--- src/rtl/serial_ring_memory.sv ---
// serial_ring_memory: memory end of the bit-serial shift-register loop.
// Holds NUM_WORDS words as one LSB-first ring, tracks which logical address
// sits in slot 0, and offers a handshaked parallel scan port for readers
// that need a word while the loop is idle.
// Build option: define SRING_SCAN_EN to include the scan FSM and slot mux;
// without it the scan outputs are tied low and scan inputs are ignored.
module serial_ring_memory #(
  parameter int unsigned ADDRESS_WIDTH = 4,
  parameter int unsigned DATA_WIDTH    = 8,
  parameter int unsigned NUM_WORDS     = 15
) (
  input  logic                     clk,
  input  logic                     rst,
  input  logic                     shift_en,
  input  logic                     ser_in,
  output logic                     ser_out,
  input  logic                     clr,
  output logic [ADDRESS_WIDTH-1:0] head,
  output logic                     aligned,
  input  logic                     scan_req,
  input  logic [ADDRESS_WIDTH-1:0] scan_addr,
  output logic                     scan_busy,
  output logic                     scan_valid,
  output logic [DATA_WIDTH-1:0]    scan_data,
  output logic                     scan_miss
);

  localparam int unsigned RING_W  = NUM_WORDS * DATA_WIDTH;
  localparam int unsigned PHASE_W = (DATA_WIDTH > 1) ? $clog2(DATA_WIDTH) : 1;
  localparam logic [PHASE_W-1:0] PHASE_LAST = PHASE_W'(DATA_WIDTH - 1);

  logic [RING_W-1:0]        r_ring;
  logic [ADDRESS_WIDTH-1:0] r_head;
  logic [PHASE_W-1:0]       r_phase;

  // Ring storage, bit phase and head pointer; clr wins over shift_en.
  always_ff @(posedge clk) begin
    if (rst) begin
      r_ring  <= '0;
      r_head  <= ADDRESS_WIDTH'(1);
      r_phase <= '0;
    end else if (clr) begin
      r_ring  <= '0;
    end else if (shift_en) begin
      r_ring <= {ser_in, r_ring[RING_W-1:1]};
      if (r_phase == PHASE_LAST) begin
        r_phase <= '0;
        r_head  <= r_head + ADDRESS_WIDTH'(1);
      end else begin
        r_phase <= r_phase + PHASE_W'(1);
      end
    end
  end

  assign ser_out = r_ring[0];
  assign head    = r_head;
  assign aligned = (r_phase == '0);

`ifdef SRING_SCAN_EN
  localparam logic [1:0] S_IDLE    = 2'd0;
  localparam logic [1:0] S_PENDING = 2'd1;
  localparam logic [1:0] S_RESULT  = 2'd2;

  logic [1:0]               r_state;
  logic [ADDRESS_WIDTH-1:0] r_addr;
  logic [DATA_WIDTH-1:0]    r_data;
  logic                     r_miss;

  logic [ADDRESS_WIDTH-1:0] w_slot;
  logic [DATA_WIDTH-1:0]    w_word;
  logic                     w_miss;
  logic                     w_fire;

  // Physical slot of the requested logical address relative to the head.
  assign w_slot = r_addr - r_head;

  // Slot mux; any slot past the stored words lives in the controller buffer.
  always_comb begin
    w_word = '0;
    w_miss = 1'b1;
    for (int unsigned k = 0; k < NUM_WORDS; k++) begin
      if (w_slot == ADDRESS_WIDTH'(k)) begin
        w_word = r_ring[k*DATA_WIDTH +: DATA_WIDTH];
        w_miss = 1'b0;
      end
    end
  end

  assign w_fire = (r_state == S_PENDING) && !shift_en && !clr && (r_phase == '0);

  // Scan handshake: latch the address, wait for an idle aligned loop, strobe.
  always_ff @(posedge clk) begin
    if (rst) begin
      r_state <= S_IDLE;
      r_addr  <= '0;
      r_data  <= '0;
      r_miss  <= 1'b0;
    end else begin
      case (r_state)
        S_IDLE: begin
          if (scan_req) begin
            r_addr  <= scan_addr;
            r_state <= S_PENDING;
          end
        end
        S_PENDING: begin
          if (w_fire) begin
            r_data  <= w_word;
            r_miss  <= w_miss;
            r_state <= S_RESULT;
          end
        end
        S_RESULT: r_state <= S_IDLE;
        default:  r_state <= S_IDLE;
      endcase
    end
  end

  assign scan_busy  = (r_state == S_PENDING);
  assign scan_valid = (r_state == S_RESULT);
  assign scan_data  = r_data;
  assign scan_miss  = r_miss;
`else
  logic w_unused_scan;
  assign w_unused_scan = ^{scan_req, scan_addr};

  assign scan_busy  = 1'b0;
  assign scan_valid = 1'b0;
  assign scan_data  = '0;
  assign scan_miss  = 1'b0;
`endif

endmodule

--- config.mk ---
export PLATFORM = sky130hd
export DESIGN_NAME = serial_ring_memory
export DESIGN_NICKNAME = d
export VERILOG_FILES = /design/src/rtl/serial_ring_memory.sv
export SDC_FILE = /design/constraint.sdc
export NUM_CORES = 1
export LEC_CHECK = 0
export CAP_MARGIN = 10
export CORE_MARGIN = 2
export CORE_UTILIZATION = 50
export CTS_CLUSTER_DIAMETER = 50
export DETAILED_ROUTE_END_ITERATION = 8
export GPL_TIMING_DRIVEN = 0
export PLACE_DENSITY = 0.69
export REMOVE_ABC_BUFFERS = 1
export SETUP_SLACK_MARGIN = 0.02
export SYNTH_ARGS = -nofsm -noshare
export SYNTH_HDL_FRONTEND = slang
export SYNTH_SLANG_ARGS = --single-unit
--- constraint.sdc ---
create_clock -name clk -period 1.9 [get_ports clk]
set_input_delay 0.57 -clock clk [delete_from_list [all_inputs] [get_ports clk]]
set_output_delay 0.57 -clock clk [all_outputs]
set_load 0.01 [all_outputs]
==> impl_metrics.tcl, run 1 <==
set metrics [dict create \
    critPathKind "reg2out" \
    p_clk_share_pct 51.7 \
    clock-root-buffer "clkbuf_8" \
    hold_depth 2 \
    fmax_ghz 0.544 \
    dpl.hpwl_um 3550 \
    nets 453 \
    wl_per_cell_um 11.2 \
    ios 27 \
    drc_errors 0 \
    final_layout_size_suffix_gt1_share_pct 8.87 \
    grt_pass1_wl_um 10700 \
    finalHoldViolations 0 \
    worstMarginPinSlew_ns 0.522 \
    cp.required_ns 1.33 \
    syn_inst 435 \
    r2r_slack_ns 0.37 \
    max-cap-violations 0 \
    yosys.area.top_type "dfxtp_1" \
    grt_usage_pct 13.6 \
    fin_area_um2 5350 \
    synth_compound_area_share_pct 0.320 \
    nFillCells 787 \
    p_sw_mw 1.18 \
    hold_path_end "r_ring[49]" \
    synth_warnings 0 \
    cts.reportedPaths.clkPinSlew_ns 0.05 \
    cp_slowest_cell "dfxtp_2" \
    slew_headroom_pct 65.2 \
    vias 2714 \
    fin_util_pct 58.4 \
    die_h_um 101 \
    grt_max_degree 86 \
    die_area_um2 10200 \
    fp-row-count 35 \
    hp-start "r_ring[49]" \
    p_int_mw 4.78 \
    synth_top_family_by_area "multiplexers" \
    synthesis.area_um2 4690 \
    synth-simple-area-share_pct 11.6 \
    r2r_end "head[3]" \
    portBuffers 10 \
    ff_latch_area_um2 2540 \
    worst_slack_ns 0.0602 \
    clockBufferDepth 2 \
    cts_buffers 17 \
    routabilityCongestion 0.672 \
    worstReg2RegStart "r_phase[0]" \
    post-place-cells 530 \
    viasPerCell 4.83 \
    path_cells "inv_2 > ha_4 > nor2b_4 > buf_6" \
    initial_utilization_pct 51.3 \
    cts_tree "done" \
    pre_cts_ws_ns -0.366 \
    status "complete, no violations" \
    syn_to_final_growth_pct 14.0 \
    multiInputGateArea_um2 1920 \
    seqPwrFrac_pct 44.8 \
    slowest_delay_ns 0.34 \
    netSwitchingFraction_pct 19.8 \
    cp-end-kind "output port" \
    synthXorXnorAreaFrac_pct 0.373 \
    htree_levels 4 \
    final.min_clock_period_ns 1.84 \
    vdd_drop_max_v 0.000438 \
    yosysUniqueCellTypes 21 \
    worst-path-buf-inv 2 \
    cp-start-kind "register" \
    synthTopCellsByArea "dfxtp_1, mux2i_1, nor2_1" \
    drv_slew 0 \
    critical_path.max_fanout 3 \
    avgSynthCellArea_um2 10.8 \
    reg2regPathDepth 6 \
    place_area_um2 4750 \
    diodes 0 \
    setup_tns_ns 0 \
    p_per_area_nw_per_um2 1120 \
    clk_latency_ns 0.52 \
    critPathTopFamily "flip-flops" \
    die_x_um 101 \
    fp.coreArea_um2 9150 \
    drt_wl_total_um 6310 \
    leakagePower_nw 2.29 \
    fin_crit_sh_pct 96.8 \
    comb_power_share_pct 3.5 \
    ys_seq_area_share_pct 54.2 \
    ant_nets 0 \
    clock-sinks 127 \
    overflow 0 \
    hold_class "reg2reg" \
    synthMuxAreaShare_pct 26.2 \
    cp.arrival_ns 1.27 \
    antenna_found_initial 0 \
    rsz0062_at_grt "yes" \
    yosys.area.top_type_share_pct 54.2 \
    ys_seq_elements 127 \
    grt_pass1_vias 2486 \
    synth_fa_ha_area_share_pct 1.07 \
    clock_skew_ns 0.00531 \
    finalSetupViolations 0 \
    drt_first_pass_iters 4 \
    drt_iter0_markers 133 \
    fin_cells 562 \
]
==> state kept, by name, indices dropped and copies added (netlist names) <==
| register | flops |
|---|---|
| head | 4 |
| r_ring | 120 |
| r_phase | 3 |
==> metrics by stage <==
step           power (mW)  hold WS, ns
2_1_floorplan        2.82        0.460
3_3_place_gp         2.99        0.469
3_5_place_dp         2.93        0.482
4_1_cts              6.03        0.493
5_1_grt              6.18        0.508
6_report             5.96        0.487
==> power by group through the flow <==
stage | Sequential (mW) | Combinational [mW] | Clock (mW)
2_1_floorplan | 2.73 | 0.0980 | 0
3_3_place_gp | 2.73 | 0.267 | 0
3_5_place_dp | 2.73 | 0.205 | 0
4_1_cts | 2.67 | 0.206 | 3.16
5_1_grt | 2.67 | 0.229 | 3.28
6_report | 2.67 | 0.211 | 3.08
==> cell usage after synthesis <==
| cell | count |
|---|---|
| nand3b_4 | 1 |
| and2b_1 | 1 |
| nand4b_1 | 1 |
| buf_6 | 2 |
| buf_4 | 31 |
| inv_1 | 2 |
| ha_1 | 4 |
| nand2b_1 | 1 |
| xor2_1 | 2 |
| nor2_1 | 125 |
| nand2_1 | 1 |
| or2_1 | 1 |
| buf_2 | 5 |
| or3_1 | 1 |
| o21ai_0 | 1 |
| nand3_1 | 2 |
| a21oi_1 | 2 |
| dfxtp_1 | 127 |
| mux2i_1 | 123 |
| conb_1 | 1 |
| nor2b_1 | 1 |
==> per-layer routing <==
metal	part of all wire [%]	track usage (%)	wire length [um]	up-vias
met5	0	0	0	-
met4	2.1	8.22	132	0
met1	48	15.3	3050	1245
met3	3.5	5.83	218	13
met2	46	21.3	2900	31
li1	-	-	-	1425
==> logic make-up (layout without fill, tap and decap cells) <==
kind of cell,Yosys count,in the layout
DFF,127,127
xor gates and xnor gates,2,2
AOI/OAI and AO/OA,3,3
other,1,11
muxes,123,123
and+or+nand+nor,135,135
adders and majority gates,4,4
buffers and inverters,40,46
==> tightest hold or removal path: cells and delay by family, from the launching register on <==
| kind | cells | cell delay (ns) |
|---|---|---|
| simple gates | 1 | 0.07 |
| flops | 1 | 0.32 |
| mux | 1 | 0.06 |
==> layout by cell type, fill, tap and decap left out <==
| cell | count |
|---|---|
| a21oi_1 | 2 |
| and2b_1 | 1 |
| buf_16 | 2 |
| buf_4 | 1 |
| buf_6 | 2 |
| bufinv_16 | 2 |
| clkbuf_1 | 4 |
| clkbuf_16 | 16 |
| clkbuf_8 | 6 |
| clkdlybuf4s50_1 | 3 |
| clkinv_2 | 2 |
| clkinvlp_4 | 1 |
| conb_1 | 11 |
| dfxtp_1 | 125 |
| dfxtp_2 | 2 |
| dlygate4sd2_1 | 5 |
| ha_1 | 3 |
| ha_4 | 1 |
| inv_2 | 2 |
| mux2i_1 | 123 |
| nand2_1 | 1 |
| nand2b_1 | 1 |
| nand3_1 | 2 |
| nand3b_4 | 1 |
| nand4b_1 | 1 |
| nor2_1 | 125 |
| nor2b_4 | 1 |
| o21ai_0 | 1 |
| or2_4 | 1 |
| or3_1 | 1 |
| xor2_1 | 2 |
==> worst max path at each step <==
stage               startpoint    endpoint  slack (ns)  depth (start not counted)
finish              r_phase[1]     aligned        0.06                          4
global route        r_phase[1]     aligned       0.003                          4
CTS                 r_phase[0]     aligned        0.01                          4
detailed placement         rst  r_ring[86]       -0.37                          4
global placement      shift_en  r_phase[1]       -4.93                          4
floorplan                  rst   r_ring[0]       -0.90                          2
==> timing repair <==
action                                  4_1_cts  5_1_grt
endpoints found under the setup margin        6        1
pin swaps                                     0        0
resized for setup                            14        3
gates cloned                                  0        0
setup buffers                                 1        0
hold buffers                                  0        0
==> cell type report <==
cell class	count	share of cell area, %
repair buffers	13	2.97
clock buffers	26	9.31
inverters	2	0.140
flip-flops and latches	127	47.6
well taps	111	2.60
multi-input cells	278	35.9
clock inverters	5	1.45
No activity file was read; power rests on OpenSTA's default activity.
==> inputs of run 2 (changes only) <==
Settings changed: PLACE_DENSITY 0.69 to 0.76.
Clock period 1.9 ns to 1.7 ns, I/O delays scaled along.
==> run 2 against run 1 <==
Against the previous run:
- the flow now finishes with violations (setup timing)
- core utilization up 0.71 points
- global-route usage up 0.91 points
- worst setup slack worse by 0.15 ns
- clock skew up 0.0013 ns
- sequential share of layout area down 0.53 points
- hold slack worse by 0.068 ns
- wire length up 8.0%
- cell count up 0.53%
- combinational power up 13%
- largest power group unchanged
- highest routed layer unchanged
==> impl_metrics.tcl, run 2 (synthesis results as in run 1) <==
set metrics [dict create \
    fp.coreArea_um2 9150 \
    finalHoldViolations 0 \
    cp-end-kind "output port" \
    status "finished, violations left" \
    clock-sinks 127 \
    final_cell_mix "nor2_1, mux2i_1, dfxtp_1" \
    syn_to_final_growth_pct 15.4 \
    clk_latency_ns 0.51 \
    vias 2825 \
    overflow 0 \
    clockBufferDepth 2 \
    fin_crit_sh_pct 105 \
    path_cells "inv_2 > ha_4 > nor2b_1 > buf_2" \
    final_layout_size_suffix_gt1_share_pct 9.91 \
    drt_wl_total_um 6810 \
    diodes 0 \
    rsz0062_at_grt "yes" \
    htree_levels 4 \
    max-cap-violations 0 \
    cp_slowest_cell "dfxtp_2" \
    nets 456 \
    comb_power_share_pct 3.4 \
    clock-root-buffer "clkbuf_8" \
    seqPwrFrac_pct 42.8 \
    cp.arrival_ns 1.28 \
    hold_buffers 0 \
    leakagePower_nw 2.32 \
    cts_tree "done" \
    die_area_um2 10200 \
    drv_slew 0 \
    slowest_delay_ns 0.33 \
    worst_slack_ns -0.0853 \
    cts.reportedPaths.clkPinSlew_ns 0.06 \
    grt_usage_pct 14.5 \
    vdd_drop_max_v 0.000557 \
    fin_cells 565 \
    worstMarginPinSlew_ns 0.549 \
    drc_errors 0 \
    ant_nets 0 \
    p_int_mw 5.65 \
    critical_path.max_fanout 2 \
    fmax_ghz 0.560 \
    ff_latch_area_um2 2550 \
    final.min_clock_period_ns 1.79 \
    violations "setup timing" \
    nFillCells 721 \
    wl_per_cell_um 12.1 \
    hold_class "in2reg" \
    critPathTopFamily "flip-flops" \
    viasPerCell 5.00 \
    multiInputGateArea_um2 1920 \
    grt_pass1_wl_um 11600 \
    cp-start-kind "register" \
    fp-row-count 35 \
    regMostFlops "r_ring" \
    ios 27 \
    drt_iter0_markers 136 \
    cp.required_ns 1.19 \
    drt_first_pass_iters 4 \
    die_h_um 101 \
    p_clk_share_pct 53.8 \
    post-place-cells 530 \
    fin_area_um2 5410 \
    critPathKind "reg2out" \
    initial_utilization_pct 51.3 \
    cts_buffers 17 \
    grt_pass1_vias 2714 \
    routabilityCongestion 0.726 \
    finalSetupViolations 1 \
    die_x_um 101 \
    largest_register_ffs 120 \
    slew_headroom_pct 63.4 \
    antenna_found_initial 0 \
    grt_max_degree 91 \
    p_per_area_nw_per_um2 1290 \
    dpl.hpwl_um 3550 \
    portBuffers 10 \
    netSwitchingFraction_pct 19.1 \
    layout_commonest_cell "nor2_1" \
    worst-path-buf-inv 2 \
    p_sw_mw 1.34 \
    place_area_um2 4750 \
    clock_skew_ns 0.00659 \
]
run 2: changes by cell type in the layout (fill, tap and decap cells not counted), sizes merged:
cell,delta
buf,+2
bufinv,+2
clkdlybuf4s15,+3
clkdlybuf4s50,-1
clkinv,-1
clkinvlp,-1
dlygate4sd2,-3
dlymetal6s2s,+1
or2,+1
run 2: routing by layer:
metal	vias up	track usage [%]	routed length [um]
met5	-	0	0
met3	14	4.85	206
li1	1437	-	-
met4	0	8.43	137
met1	1339	16.6	3300
met2	35	23.5	3170
run 2: worst reg2reg max path, cell delays in order (launching register included):
cell and delay (ns):
dfxtp_2 0.33, buf_4 0.10, buf_4 0.10, ha_1 0.14, ha_1 0.25, nand3b_4 0.12, or3_1 0.36, a21oi_1 0.14
run 2: cell type report:
cell class	count	share of cell area, %
Sequential cell	127	47.1
Multi-Input combinational cell	279	35.5
Clock buffer	26	9.20
Timing Repair Buffer	15	3.24
Tap cell	111	2.57
Clock inverter	5	2.31
Inverter	2	0.139
run 2: final timing paths:
check | startpoint | endpoint | slack (ns) | depth (start not counted)
setup reg to reg | r_phase[0] | head[3] | 0.09 | 7
hold reg to reg | head[3] | head[3] | 0.48 | 2
setup / recovery | r_phase[1] | aligned | -0.09 | 4
hold / removal | rst | r_phase[1] | 0.42 | 2
run 2: power by group through the flow:
stage | Clock [mW] | Sequential, mW | Combinational (mW)
floorplan | 0 | 3.05 | 0.110
global placement | 0 | 3.05 | 0.294
detailed placement | 0 | 3.05 | 0.227
CTS | 3.82 | 2.98 | 0.232
global route | 3.95 | 2.98 | 0.257
finish | 3.76 | 2.99 | 0.239
run 2: what timing repair did:
action	CTS	global route
gates resized for setup	18	4
endpoints found under the setup margin	6	94
buffers inserted	1	2
gates cloned	0	1
pin swaps	0	2
run 2: metrics by stage:
| step | power, mW | hold WS [ns] | utilization (%) | setup WS, ns | TNS, ns |
|---|---|---|---|---|---|
| final | 6.98 | 0.419 | 59.1 | -0.0853 | -0.0853 |
| after global routing | 7.19 | 0.444 | 59.1 | -0.126 | -0.141 |
| after CTS | 7.04 | 0.479 | 58.8 | -0.118 | -0.118 |
| after detailed placement | 3.28 | 0.478 | 51.9 | -0.462 | -42.36 |
| after global placement | 3.34 | 0.468 | 51.2 | -4.96 | -606.96 |
| after floorplan | 3.16 | 0.460 | - | -1.04 | -125.03 |
